===== src/rtl/arb_pkg.sv =====
// Shared arbitration constants and helpers for the arbitrating mux family.
// Any future arbiter sizes its index ports with sel_width() so they all agree.
package arb_pkg;

    localparam int ARB_FIXED = 0;
    localparam int ARB_RR    = 1;

    // Index width for n channels; a single channel still needs a 1-bit port.
    function automatic int sel_width(input int n);
        return (n > 1) ? $clog2(n) : 1;
    endfunction

endpackage


===== src/rtl/rr_priority_pick.sv =====
// Combinational rotating priority picker: first set request at or after ptr,
// wrapping modulo N. With ptr tied to 0 it is a plain lowest-index-first picker.
module rr_priority_pick
    import arb_pkg::*;
#(
    parameter int N = 3,
    localparam int SEL_W = sel_width(N)
) (
    input  logic [N-1:0]     req,
    input  logic [SEL_W-1:0] ptr,
    output logic [N-1:0]     gnt,
    output logic [SEL_W-1:0] idx,
    output logic             any
);

    localparam logic [SEL_W:0] N_EXT = (SEL_W + 1)'(N);

    logic [N-1:0]   rot;
    logic [SEL_W:0] off;
    logic [SEL_W:0] sum;
    logic           found;

    // Requests rotated so that bit 0 is channel ptr; doubling the vector
    // makes the wrap-around fall out of a plain right shift.
    assign rot = N'({req, req} >> ptr);

    // NOTE: every variable written here gets a default before any condition,
    // otherwise an unassigned path would infer a latch.
    always_comb begin
        off   = '0;
        found = 1'b0;
        for (int j = N - 1; j >= 0; j--) begin
            if (rot[j]) begin
                off   = (SEL_W + 1)'(j);
                found = 1'b1;
            end
        end
    end

    always_comb begin
        sum = {1'b0, ptr} + off;
        if (sum >= N_EXT) begin
            sum = sum - N_EXT;
        end
    end

    assign idx = sum[SEL_W-1:0];
    assign gnt = found ? (N'(1) << idx) : '0;
    assign any = |req;

endmodule


===== src/rtl/rr_arb_mux.sv =====
// N-channel arbitrating multiplexer with valid/ready handshakes and one output
// register: 1-cycle latency, full throughput when out_ready is held high.
module rr_arb_mux
    import arb_pkg::*;
#(
    parameter int WIDTH = 32,
    parameter int N     = 3,
    parameter int MODE  = ARB_RR,
    localparam int SEL_W = sel_width(N)
) (
    input  logic               clk,
    input  logic               rst_n,
    input  logic [N*WIDTH-1:0] in_data,
    input  logic [N-1:0]       in_valid,
    output logic [N-1:0]       in_ready,
    output logic [WIDTH-1:0]   out_data,
    output logic               out_valid,
    input  logic               out_ready,
    output logic [SEL_W-1:0]   out_sel
);

    localparam logic [SEL_W-1:0] LAST = SEL_W'(N - 1);

    logic [SEL_W-1:0] ptr;
    logic [SEL_W-1:0] pick_ptr;
    logic [N-1:0]     gnt;
    logic [SEL_W-1:0] g_idx;
    logic             any;
    logic             load;
    logic             xfer;
    logic [WIDTH-1:0] sel_data;

    // Fixed priority is the same picker with the search always starting at 0.
    assign pick_ptr = (MODE == ARB_RR) ? ptr : '0;

    rr_priority_pick #(
        .N (N)
    ) u_pick (
        .req (in_valid),
        .ptr (pick_ptr),
        .gnt (gnt),
        .idx (g_idx),
        .any (any)
    );

    // Output register is free, or its word leaves on this edge.
    assign load     = !out_valid || out_ready;
    assign in_ready = (rst_n && load && any) ? gnt : '0;
    assign xfer     = |(in_ready & in_valid);

    // One-hot AND-OR select keeps the data path free of a wide index decode.
    always_comb begin
        sel_data = '0;
        for (int i = 0; i < N; i++) begin
            sel_data |= in_data[i*WIDTH +: WIDTH] & {WIDTH{gnt[i]}};
        end
    end

    // NOTE: out_data is reset so an idle output reads 0; a wide data register
    // would otherwise be left without reset since out_valid qualifies it.
    always_ff @(posedge clk or negedge rst_n) begin
        if (!rst_n) begin
            out_valid <= 1'b0;
            out_data  <= '0;
            out_sel   <= '0;
        end else if (xfer) begin
            out_valid <= 1'b1;
            out_data  <= sel_data;
            out_sel   <= g_idx;
        end else if (out_ready) begin
            out_valid <= 1'b0;
        end
    end

    // NOTE: state registers use non-blocking assignments so every flop samples
    // the values from before the edge.
    always_ff @(posedge clk or negedge rst_n) begin
        if (!rst_n) begin
            ptr <= '0;
        end else if (xfer && (MODE == ARB_RR)) begin
            ptr <= (g_idx == LAST) ? '0 : g_idx + 1'b1;
        end
    end

endmodule


===== config.mk =====
export PLATFORM = sky130hd
export DESIGN_NAME = rr_arb_mux
export DESIGN_NICKNAME = d
export VERILOG_FILES = /design/src/rtl/arb_pkg.sv /design/src/rtl/rr_priority_pick.sv /design/src/rtl/rr_arb_mux.sv
export SDC_FILE = /design/constraint.sdc
export NUM_CORES = 1
export LEC_CHECK = 0
export ABC_AREA = 0
export ABC_CLOCK_PERIOD_IN_PS = 3700
export CAP_MARGIN = 40
export CORE_UTILIZATION = 32
export DETAILED_ROUTE_END_ITERATION = 6
export DONT_BUFFER_PORTS = 1
export PLACE_DENSITY = 0.5
export SLEW_MARGIN = 40
export SYNTH_ARGS = -nofsm -noshare
export SYNTH_HDL_FRONTEND = slang
export SYNTH_SLANG_ARGS = --single-unit

===== constraint.sdc =====
create_clock -name clk -period 3.7 [get_ports clk]
set_clock_uncertainty 0.2 [all_clocks]
set_input_delay 0.74 -clock clk [delete_from_list [all_inputs] [get_ports clk]]
set_output_delay 0.74 -clock clk [all_outputs]
set_load 0.01 [all_outputs]

# After elaboration in Yosys (flattened, before gate mapping)
# Cells that the tools add are included.
[op_classes]
addsub = 3
order_cmp = 1
eq_ne = 1
shift = 2
mux = 12
bitwise_logic = 6
reduce_logical = 7
[op_table]
columns = ["operator", "count"]
rows = [
  ["AND 32 bit", 3],
  ["bitwise OR 32 bit", 2],
  ["2-to-1 mux 2 bit", 5],
  ["2-to-1 mux 3 bit", 2],
  ["OR reduction 3 bit", 2],
  [">> shifter 6 x 2 -> 3 bit", 1],
  ["2-to-1 mux 1 bit", 5],
  ["adder 2 x 2 -> 3 bit", 1],
  ["AND 3 bit", 1],
  ["greater-or-equal comparator 3 x 2 -> 1 bit (second input constant)", 1],
  ["<< shifter 1 x 2 -> 3 bit (first input constant)", 1],
  ["adder 2 x 1 -> 2 bit (second input constant)", 1],
  ["== test 2 bit (second input constant)", 1],
  ["logical AND 1 bit", 2],
  ["nonzero test 2 bit", 1],
  ["subtractor 2 bit (second input constant)", 1],
  ["zero test 1 bit", 1],
  ["logical OR 1 bit", 1],
]
[totals]
regBits = 37
inputBits = 102
output_inout_bits = 38
word_cells = 36

# Longest topological paths before layout
# Gate-level depths: netlist of run 1.
[depth]
ltp_word = 13
ltp_mapped = 15
depth_no_buf = 14

# By module
# Synthesis of run 1 repeated with hierarchy kept, for this count alone.
[unflattened]
hier_cells = 192
area_unflattened_um2 = 2112.0
[modules_own_cells]
columns = ["module", "instances", "cells_per_inst", "area_per_inst_um2", "seq_area_each_um2"]
rows = [
  ["rr_arb_mux", 1, 164, 1888.1, 925.9],
  ["rr_priority_pick", 1, 28, 224.0, 0.0],
]

# Worst setup path before layout of run 1
# No wires, ideal clock.
[synth_timing]
path_kind = "input to output"
from = "input in_valid[2]"
to = "output in_ready[2]"
arrival_ns = 2.853
required_ns = 2.760
setup_slack_ns = -0.093
cell_stages = 12
path_buffers = 1
path_cell_list = "nor3_1 nand2_1 o21ai_0 ha_1 inv_1 fa_1 inv_1 ha_1 nor2b_4 o21ai_2 buf_4 nor3_1"
[synth_between]
elab_chain_cells = 10
word_cells_on_any_way = 16
cone_classes = "2 x add/sub; 1 x order compare; 2 x shift; 9 x mux; 2 x reduce/logical"
[synth_lines]
columns = ["item", "line_no", "text"]
rows = [
  ["from (decl)", "rr_arb_mux.sv:14", "input logic [N-1:0] in_valid,"],
  [">> shifter 6 x 2 -> 3 bit", "rr_priority_pick.sv:25", "assign rot = N'({req, req} >> ptr);"],
  ["2-to-1 mux 2 bit (3 in series)", "rr_priority_pick.sv:33", "if (rot[j]) begin"],
  ["adder 2 x 2 -> 3 bit", "rr_priority_pick.sv:41", "sum = {1'b0, ptr} + off;"],
  ["greater-or-equal comparator 3 x 2 -> 1 bit or subtractor 2 bit (tied branches)", "rr_priority_pick.sv:42, rr_priority_pick.sv:43", ""],
  ["2-to-1 mux 2 bit", "rr_priority_pick.sv:42", "if (sum >= N_EXT) begin"],
  ["<< shifter 1 x 2 -> 3 bit", "rr_priority_pick.sv:48", "assign gnt = found ? (N'(1) << idx) : '0;"],
  ["2-to-1 mux 3 bit", "rr_priority_pick.sv:48", ""],
  ["2-to-1 mux 3 bit (*)", "rr_arb_mux.sv:48", "assign in_ready = (rst_n && load && any) ? gnt : '0;"],
  ["to (decl)", "rr_arb_mux.sv:15", "output logic [N-1:0] in_ready,"],
]
# Every way passes the cells marked *; elsewhere a longest branch is shown, timed or not.

# Worst setup path in the final report of run 1
[layout_timing]
from = "register ptr[0] (netlist: pick_ptr[0])"
to = "output in_ready[1]"
[layout_between]
elab_chain_cells = 10
word_cells_on_any_way = 14
cone_classes = "2 x add/sub; 1 x order compare; 2 x shift; 9 x mux"
[layout_lines]
columns = ["item", "line_no", "text"]
rows = [
  ["from (decl)", "rr_arb_mux.sv:24", "logic [SEL_W-1:0] ptr;"],
  ["from (signal assigned)", "rr_arb_mux.sv:81", "ptr <= (g_idx == LAST) ? '0 : g_idx + 1'b1;"],
  [">> shifter 6 x 2 -> 3 bit", "rr_priority_pick.sv:25", ""],
  ["2-to-1 mux 2 bit (3 in series)", "rr_priority_pick.sv:33", ""],
  ["adder 2 x 2 -> 3 bit", "rr_priority_pick.sv:41", ""],
  ["greater-or-equal comparator 3 x 2 -> 1 bit or subtractor 2 bit (tied branches)", "rr_priority_pick.sv:42, rr_priority_pick.sv:43", ""],
  ["2-to-1 mux 2 bit", "rr_priority_pick.sv:42", ""],
  ["<< shifter 1 x 2 -> 3 bit", "rr_priority_pick.sv:48", ""],
  ["2-to-1 mux 3 bit (*)", "rr_priority_pick.sv:48", ""],
  ["2-to-1 mux 3 bit (*)", "rr_arb_mux.sv:48", ""],
]
# Marked as above.

==> impl_metrics.csv, run 1 <==
group,metric,value,unit
drt,drtIter0Drc,40,
run_status,status,"finished with violations",
finish,finalInstanceArea,3090,µm²
clock_tree,htreeDepth,2,
die,initial_utilization,33.5,%
placed_design,routabilityCongestion,0.772,
sta,slew_headroom,80.0,%
placed_design,place_hpwl,4020,µm
die,core,7330,µm²
finish,synthToLayoutAreaGrowth,25.7,%
finish,layout-drive-gt1-share,39.0,%
flow_run,maxCapViolations,0,
grt,grt_max_degree,38,
clock_tree,clock_latency,280,ps
power,internal_power,0.00276,W
drt,ant_nets,0,
drt,wl_met2,2980,µm
power,switching_share,41.0,%
power,power_switching,0.00192,W
die,die_area,8030,µm²
drt,drt-total-wl,6160,µm
finish,n_antenna_cell,0,
sta,fmax,0.266,GHz
critical_path,worstPathArrival,2810,ps
drt,wl_per_cell,19.1,µm
clock_tree,cts_buffers,5,
finish,fin_util,42.1,%
drt,firstDrtPassIters,3,
power,p_leak,1.30,nW
drt,met1Wirelength,2730,µm
grt,grt_usage,14.1,%
power,seqPwrFrac,18.2,%
logic_synthesis,synth_area,2460,µm²
power,power.density,1520,nW/µm²
sta,final.setup.tns,-70.8,ps
sta,period_share,101,%
sta,fin_crit,3750,ps
grt,antenna_found_initial,0,
logic_synthesis,yosysWarnings,0,
clock_tree,cts_sinks,37,
drt,wl_met3,445,µm
sta,worst_slack,-54.9,ps
critical_path,crit_type,"reg -> out",
die,io_pins,140,
drt,via_per_inst,5.30,
drt,vias,1707,
sta,hold_ws,92.7,ps
logic_synthesis,synth_cell_types,38,
sta,tightest_slew,300,ps
critical_path,worstSetupStartpointType,"flip-flop",
critical_path,worstPathRequired,2760,ps
grt,grt_pass1_wl,8310,µm
critical_path,crit_fanout,4,
drt,topRoutingLayerUsed,"met4",
sta,drv_slew,0,
logic_synthesis,postSynthCellCount,198,
grt,grt_pass1_vias,1643,
run_status,violations,"setup timing",
finish,n_fill_cell,686,
logic_synthesis,ys_seq_area_share,37.7,%
logic_synthesis,synth_seq_cells,37,
clock_tree,cts_buffer_depth,2,
power,combPwrFrac,75.7,%
placed_design,portBuffers,0,
logic_synthesis,synth.avg_cell_area,12.4,µm²
clock_tree,cts-root-buf,"clkbuf_8",
power,clkPwrFrac,6.1,%
clock_tree,cts_tree,"built",
drt,post-route-drc-count,0,
power,ir_worst_vdd,0.000389,V
sta,report.final.hold_viol_count,0,
finish,fin_nets,328,
die,die-width,89.6,µm
hold_path,min_path_type,"in -> async",
logic_synthesis,syn_nets,303,
die,row_count,31,
sta,finalSetupViolations,2,
clock_tree,clkTransAtPathRegs,70,ps
placed_design,detailed_place.area,2690,µm²
power,p_total,0.00469,W
grt,overflow,0,
die,fp.dieH,89.6,µm
critical_path,crit_path_end_kind,"output port",
sta,rsz0062_at_grt,"yes",
-- per-layer routing --
metal / GRT usage, % / vias to the layer above
li1: - / 800
met1: 17.4 / 809
met2: 24.1 / 96
met3: 4.11 / 2
met4: 3.90 / 0
met5: 0 / -
-- through the flow --
| step | cells | setup slack, ps |
|---|---|---|
| 3_3_place_gp | 300 | -89.1 |
| 5_1_grt | 322 | -271 |
| 6_report | 322 | -54.9 |
| 2_1_floorplan | 198 | -69.5 |
| 4_1_cts | 314 | -49.2 |
| 3_5_place_dp | 300 | -144 |
-- sequential cells by signal (all words and copies together), names as in the netlist --
signal     count
out_data      32
out_sel        2
pick_ptr       2
out_valid      1
-- layout by cell type (no fill, tap or decap), drive strengths merged, types with 5 or more instances in the layout --
cell type / instances
clkbuf: 12
buf: 26
inv: 5
dfrtp: 37
mux2i: 32
o2bb2ai: 32
nor2: 5
mux2: 32
o21ai: 5
-- power by group through the flow --
stage / Combinational, W / Clock [W] / Sequential, W
2_1_floorplan: 0.00221 / 0 / 0.000811
3_3_place_gp: 0.00284 / 0 / 0.000864
3_5_place_dp: 0.00287 / 0 / 0.000858
4_1_cts: 0.00311 / 0.000307 / 0.000856
5_1_grt: 0.00383 / 0.000328 / 0.000880
6_report: 0.00355 / 0.000285 / 0.000852
-- path summary, 6_finish.rpt --
path                                          start                        to  slack (ps)  cells after the start
setup / recovery            pick_ptr[0]$_DFFE_PN0P_               in_ready[1]         -50                     12
hold reg to reg            out_data[31]$_DFFE_PN0P_  out_data[31]$_DFFE_PN0P_         380                      1
setup reg to reg            pick_ptr[0]$_DFFE_PN0P_   out_data[6]$_DFFE_PN0P_          50                     17
hold / removal                                rst_n  out_data[17]$_DFFE_PN0P_          90                      1
max in group asynchronous                     rst_n   pick_ptr[0]$_DFFE_PN0P_        3010                      1
min in group clk           out_data[31]$_DFFE_PN0P_  out_data[31]$_DFFE_PN0P_         380                      1
-- cells in the mapped netlist, drive strengths merged --
cell type,instances,area (µm²)
dfrtp,37,926
mux2,32,469
mux2i,32,320
o2bb2ai,32,280
buf,13,91.3
inv,5,18.8
nor2,5,18.8
o21ai,5,28.8
a21oi,4,31.3
nand2,4,15.0
nor2b,3,26.3
nor3,3,15.0
a31oi,2,12.5
ha,2,25.0
nand2b,2,12.5
nor3b,2,15.0
a21boi,1,18.8
a21o,1,8.76
a22o,1,8.76
and2,1,6.26
fa,1,20.0
nand3,1,10.0
nand3b,1,7.51
nand4b,1,8.76
nor4b,1,8.76
o2111ai,1,8.76
o22a,1,10.0
o22ai,1,6.26
o31ai,1,12.5
or3,1,6.26
xor2,1,8.76
-- logic make-up after synthesis --
group                      after synthesis  synth area share (%)
DFF                                     37                  37.7
AOI/OAI and AO/OA                       50                  17.4
adders and majority gates                3                  1.83
and+or+nand+nor                         25                  6.11
buffers and inverters                   18                  4.48
muxes                                   64                  32.1
xor gates and xnor gates                 1                 0.357
-- worst max-delay path, cell delays in order, from the launching register on --
cell      delay (ps)
dfrtp_2          440
xor2_1           160
nor2_1           140
nor2b_1           60
o21ai_1          120
ha_1             150
inv_1             50
fa_1             510
inv_2             50
ha_4             170
nand4b_1         300
o31ai_4          140
nor2b_4          230
-- area by class of cell --
type,instances,area [µm²],share of cell area [%]
multi-input cells,143,1500,48.7
flip-flops and latches,37,927,30.0
repair buffers,31,427,13.8
well taps,99,124,4.01
clock buffers,7,86.3,2.80
inverters,5,18.8,0.608
-- repair_timing --
item / in CTS / in global routing
endpoints found under the setup margin: 3 / 35
cloned: 0 / 5
pin swaps: 3 / 3
resized for setup: 10 / 11
buffers inserted: 6 / 4
hold buffers: 1 / 0
endpoints found under the hold margin: 37 / 0
Power figures use the tool's default switching activity.
==> run 2: changes to the inputs <==
--- a/config.mk
+++ b/config.mk
@@ -5,7 +5,7 @@
 export SDC_FILE = /design/constraint.sdc
 export NUM_CORES = 1
 export LEC_CHECK = 0
-export ABC_AREA = 0
+export ABC_AREA = 1
 export ABC_CLOCK_PERIOD_IN_PS = 3700
 export CAP_MARGIN = 40
 export CORE_UTILIZATION = 32
==> run 2 against run 1 <==
Worst setup slack better by 110 ps; the run now ends clean; first-iteration DRC count is 65% higher; sequential cell count stayed put; die area is 10% higher; cell area is 1.1% lower; synthesized cell count is 86% higher; maximum frequency is 3.1% higher; non-clock buffer count is 4 lower; register-to-register slack better by 180 ps.
==> impl_metrics.csv, run 2 <==
group,metric,value,unit
drt,post-route-drc-count,0,
sta,report.final.hold_viol_count,0,
logic_synthesis,synth_area,2720,µm²
clock_tree,clkTransAtPathRegs,80,ps
die,core,8220,µm²
critical_path,slowest_stage,"fa_1",
finish,finalInstanceArea,3050,µm²
clock_tree,cts_buffer_depth,2,
die,initial_utilization,33.1,%
finish,most-common-layout-cells,"nand4_1, nand2_1, dfrtp_1",
drt,drt-total-wl,8350,µm
logic_synthesis,yosysWarnings,0,
logic_synthesis,ys.flop_type,"dfrtp_1",
logic_synthesis,yosysTopAreaCell,"dfrtp_1",
critical_path,crit_buf_inv,3,
sta,tightest_slew,721,ps
hold_path,min_path_type,"in -> async",
logic_synthesis,synth.most_common_cell,"nand4_1",
grt,grt_max_degree,57,
finish,synthToLayoutAreaGrowth,12.3,%
logic_synthesis,synth.avg_cell_area,7.39,µm²
drt,firstDrtPassIters,4,
logic_synthesis,syn_nets,473,
die,die-width,94.2,µm
logic_synthesis,synth_seq_cells,37,
clock_tree,cts_tree,"built",
drt,via_per_inst,5.91,
critical_path,crit_path_max_incr_delay,500,ps
clock_tree,cts-root-buf,"clkbuf_8",
placed_design,routabilityCongestion,0.752,
drt,drtIter0Drc,66,
logic_synthesis,synth_common_cells,"nand4_1, nand2_1, dfrtp_1",
sta,drv_slew,0,
finish,n_antenna_cell,0,
die,io_pins,140,
finish,final_common_cell,"nand4_1",
sta,rsz0062_at_grt,"yes",
sta,final.setup.tns,0,ps
clock_tree,cts_sinks,37,
finish,largest_reg_flops,32,
clock_tree,htreeDepth,2,
die,fp.dieH,94.2,µm
drt,ant_nets,0,
sta,fin_crit,3640,ps
run_status,status,"complete, no violations",
critical_path,cpMostUsedCell,"ha_2",
logic_synthesis,synth-edff-count,0,
die,row_count,33,
finish,n_fill_cell,875,
critical_path,crit_path_end_kind,"output port",
sta,slew_headroom,51.9,%
logic_synthesis,synth_cell_types,23,
grt,grt_usage,18.4,%
sta,finalSetupViolations,0,
finish,fin_nets,462,
logic_synthesis,synth.area.top_cells,"dfrtp_1, nand4_1, nand2_1",
placed_design,place_hpwl,5600,µm
logic_synthesis,synth_top_cell_area_share,34.0,%
critical_path,crit_fanout,7,
die,die_area,8870,µm²
finish,layout-drive-gt1-share,17.3,%
critical_path,worstPathRequired,2760,ps
sta,fmax,0.274,GHz
logic_synthesis,postSynthCellCount,368,
finish,multi_input_area,1570,µm²
grt,overflow,0,
drt,wl_per_cell,18.0,µm
logic_synthesis,ys_seq_area_share,34.0,%
critical_path,worstSetupStartpointType,"flip-flop",
clock_tree,clock_latency,280,ps
critical_path,crit_family,"adder cells",
grt,grt_pass1_vias,2396,
critical_path,crit_path_cell_trace,"o21ai_1, a21oi_1, nor2_1, ha_2, inv_2, fa_1, inv_1, ha_2, inv_4, nand3_4, nand2_2, nand2_4, nor3_4",
drt,vias,2738,
critical_path,worstPathArrival,2700,ps
finish,register_area,927,µm²
clock_tree,cts_buffers,5,
placed_design,portBuffers,0,
grt,antenna_found_initial,0,
critical_path,crit_type,"reg -> out",
placed_design,detailed_place.area,2810,µm²
finish,regMostFlops,"out_data",
flow_run,maxCapViolations,0,
grt,grt_pass1_wl,12600,µm
logic_synthesis,async_flop_share,100,%
sta,period_share,98.5,%
## run 2: cell types whose count changed in the layout (fill, tap and decap cells not counted), sizes merged, moves of 7 or more
cell | previous run | this run
clkbuf | 12 | 5
nand4 | 0 | 135
nand2 | 4 | 80
o2bb2ai | 32 | 0
mux2 | 32 | 0
inv | 5 | 15
nand3 | 1 | 35
mux2i | 32 | 0
## run 2: worst register-to-register path, delay by kind of cell, from the launching register on
family / cells / cell delay (ps)
flops: 1 / 460
buf+inv: 7 / 860
compound gates: 3 / 390
simple gates: 5 / 560
fa+ha+maj: 3 / 880
## run 2: cell type report
class | instances | area share [%]
Clock buffer | 5 | 2.25
Clock inverter | 3 | 2.13
Inverter | 15 | 2.01
Multi-Input combinational cell | 271 | 51.4
Sequential cell | 37 | 30.4
Tap cell | 105 | 4.30
Timing Repair Buffer | 27 | 7.58
## run 2: worst paths after layout
kind / start / end / slack [ps] / depth (start not counted)
setup / recovery: pick_ptr[0]$_DFFE_PN0P_ / in_ready[2] / 60 / 13
hold / removal: rst_n / out_data[17]$_DFFE_PN0P_ / 80 / 1
setup reg to reg: pick_ptr[0]$_DFFE_PN0P_ / out_sel[0]$_DFFE_PN0P_ / 230 / 18
hold reg to reg: out_sel[0]$_DFFE_PN0P_ / out_sel[0]$_DFFE_PN0P_ / 390 / 2
max in group asynchronous: rst_n / pick_ptr[0]$_DFFE_PN0P_ / 3000 / 1
min in group clk: out_sel[0]$_DFFE_PN0P_ / out_sel[0]$_DFFE_PN0P_ / 390 / 2
## run 2: cell families after synthesis
family | share of synthesized area, %
fa+ha+maj | 1.66
buf+inv | 11.7
flops | 34.0
simple gates | 50.4
compound gates | 2.25
## run 2: timing repair
action / CTS / global route
gates cloned: 0 / 0
endpoints found under the setup margin: 3 / 3
hold endpoints to repair: 37 / 0
pin swaps: 3 / 10
gates resized for setup: 4 / 13
buffers inserted: 2 / 4
hold buffers: 1 / 0
## run 2: per-stage QoR
step           cells  hold slack, ps  worst slack (ps)  utilization, %
6_report         463            83.1              56.7            37.2
5_1_grt          463            79.4              -124            37.2
4_1_cts          459            90.2              10.4            36.3
3_5_place_dp     448             245              8.40            34.2
3_3_place_gp     448             245              55.7            34.2
2_1_floorplan    368             244             -40.9               -
## run 2: routing by layer
layer | wire length (µm) | up-vias | GRT usage (%)
met5 | 0 | - | 0
met4 | 111 | 0 | 5.00
met3 | 558 | 10 | 5.02
met2 | 3890 | 91 | 29.5
met1 | 3790 | 1281 | 24.2
li1 | - | 1356 | -
Power of run 2 is left out: the tool's default activity adds up to more than one toggle a clock period on the data nets, which glitch-free logic cannot reach.
==> run 3: changes to the inputs <==
==> constraint.sdc (replaced) <==
create_clock -name clk -period 3.7 [get_ports clk]
set_clock_uncertainty 0.2 [all_clocks]
set_input_delay 0.37 -clock clk [delete_from_list [all_inputs] [get_ports clk]]
set_output_delay 0.37 -clock clk [all_outputs]
set_load 0.01 [all_outputs]
==> run 3 against run 2 <==
Non-clock buffer count shrank 6; utilization shrank 1.8 points; highest routed layer unchanged; via count fell by 1.4%; critical endpoint is now in_ready[1].
==> impl_metrics.csv, run 3 (synthesized netlist as in run 2, its figures left out) <==
group,metric,value,unit
hold_path,whs_path_depth,3,
critical_path,critPathLaunch,"pick_ptr[0]$_DFFE_PN0P_",
clock_tree,htreeDepth,2,
finish,n_fill_cell,882,
sta,slew_headroom,57.6,%
finish,fin_nets,456,
clock_tree,clock_latency,290,ps
finish,multi_input_area,1520,µm²
drt,drtIter0Drc,84,
critical_path,worstPathArrival,2900,ps
clock_tree,cts_buffer_depth,2,
placed_design,dp.cells,447,
die,die_area,8870,µm²
grt,grt_max_degree,43,
die,io_pins,140,
flow_run,maxCapViolations,0,
grt,overflow,0,
die,initial_utilization,33.1,%
drt,post-route-drc-count,0,
critical_path,cpMostUsedCell,"nand2_1",
drt,drt-total-wl,8540,µm
finish,regMostFlops,"out_data",
finish,final_cell_count_no_fill,457,
clock_tree,clkTransAtPathRegs,80,ps
drt,vias,2700,
critical_path,rr_worst_depth,18,
sta,drv_slew,0,
hold_path,min_from,"out_ready",
placed_design,routabilityCongestion,0.753,
hold_path,hold_path_end,"out_valid$_DFFE_PN0P_",
clock_tree,cts_buffers,5,
critical_path,worstPathRequired,3130,ps
die,core,8220,µm²
drt,firstDrtPassIters,4,
sta,fin_crit,3470,ps
clock_tree,cts-root-buf,"clkbuf_8",
critical_path,worstSetupStartpointType,"flip-flop",
critical_path,regToRegEndpoint,"out_sel[0]$_DFFE_PN0P_",
die,row_count,33,
die,die-width,94.2,µm
hold_path,min_path_type,"in -> reg",
finish,n_antenna_cell,0,
finish,largest_reg_flops,32,
finish,most-common-layout-cells,"nand4_1, nand2_1, dfrtp_1",
sta,fmax,0.288,GHz
drt,ant_nets,0,
critical_path,r2r_start,"pick_ptr[0]$_DFFE_PN0P_",
finish,layout-drive-gt1-share,12.5,%
finish,register_area,927,µm²
critical_path,crit_path_cell_trace,"nand2_1, o21ai_1, nand2_1, o21ai_0, nor2_1, ha_1, inv_1, fa_1, inv_1, ha_1, inv_2, nand3_2, nand2_1, nand2_2, nor3_4",
critical_path,crit_fanout,8,
placed_design,portBuffers,0,
critical_path,regToRegSetupSlack,290,ps
clock_tree,cts_tree,"built",
die,fp.dieH,94.2,µm
grt,grt_pass1_wl,12400,µm
critical_path,slowest_stage,"fa_1",
finish,synthToLayoutAreaGrowth,6.85,%
grt,grt_pass1_vias,2339,
finish,final_common_cell,"nand4_1",
drt,via_per_inst,5.91,
grt,grt_usage,18.5,%
sta,finalSetupViolations,0,
grt,antenna_found_initial,0,
critical_path,crit_path_end_kind,"output port",
drt,wl_per_cell,18.7,µm
critical_path,crit_path_max_incr_delay,540,ps
sta,period_share,93.7,%
sta,report.final.hold_viol_count,0,
run_status,status,"complete, no violations",
placed_design,place_hpwl,6030,µm
clock_tree,cts_sinks,37,
sta,tightest_slew,634,ps
critical_path,crit_type,"reg -> out",
## run 3: changes by cell type in the layout (fill, tap and decap cells not counted), sizes merged
cell | before | now
dlygate4sd3 | 0 | 1
clkbuf | 5 | 6
bufinv | 2 | 0
buf | 27 | 20
clkinv | 1 | 2
## run 3: cell type report
| cell class | count | share of cell area, % |
|---|---|---|
| multi-input cells | 271 | 52.3 |
| flip-flops and latches | 37 | 31.9 |
| repair buffers | 21 | 6.07 |
| well taps | 105 | 4.52 |
| clock buffers | 6 | 2.84 |
| inverters | 15 | 1.94 |
| clock inverters | 2 | 0.474 |
## run 3: worst max-delay path: cells and delay by family (launching register included)
kind / cells / cell delay [ps]
flops: 1 / 450
buf+inv: 3 / 200
compound gates: 2 / 190
simple gates: 7 / 880
fa+ha+maj: 3 / 910
## run 3: what timing repair did
action / CTS / global route
gates resized for setup: 0 / 10
hold endpoints to repair: 37 / 0
setup endpoints to repair: 0 / 24
buffers inserted: 0 / 0
hold buffers: 2 / 0
## run 3: how the worst max path moves through the flow
stage / end
floorplan: in_ready[2]
global placement: out_data[17]$_DFFE_PN0P_
detailed placement: out_data[8]$_DFFE_PN0P_
CTS: in_ready[2]
global route: in_ready[1]
finish: in_ready[1]
## run 3: routing by layer
metal  vias up  global-route usage [%]  share of wire, %
li1       1338                       -                 -
met1      1253                    22.9                43
met2        99                    30.6                47
met3        10                    5.58               7.9
met4         0                    5.64               1.5
met5         -                       0                 0
## run 3: metrics by stage
step           utilization (%)  cell area (µm²)  setup TNS (ps)  hold slack [ps]  setup WS (ps)
6_report                  35.4             2910               0             84.8            233
2_1_floorplan                -             2720               0             -126            394
4_1_cts                   34.9             2860               0             70.9           5.35
5_1_grt                   35.4             2910           -10.1             85.8          -10.1
3_3_place_gp              33.3             2740               0             -124            415
3_5_place_dp              33.3             2740               0             -124            275
Power of run 3 is left out for the same reason.
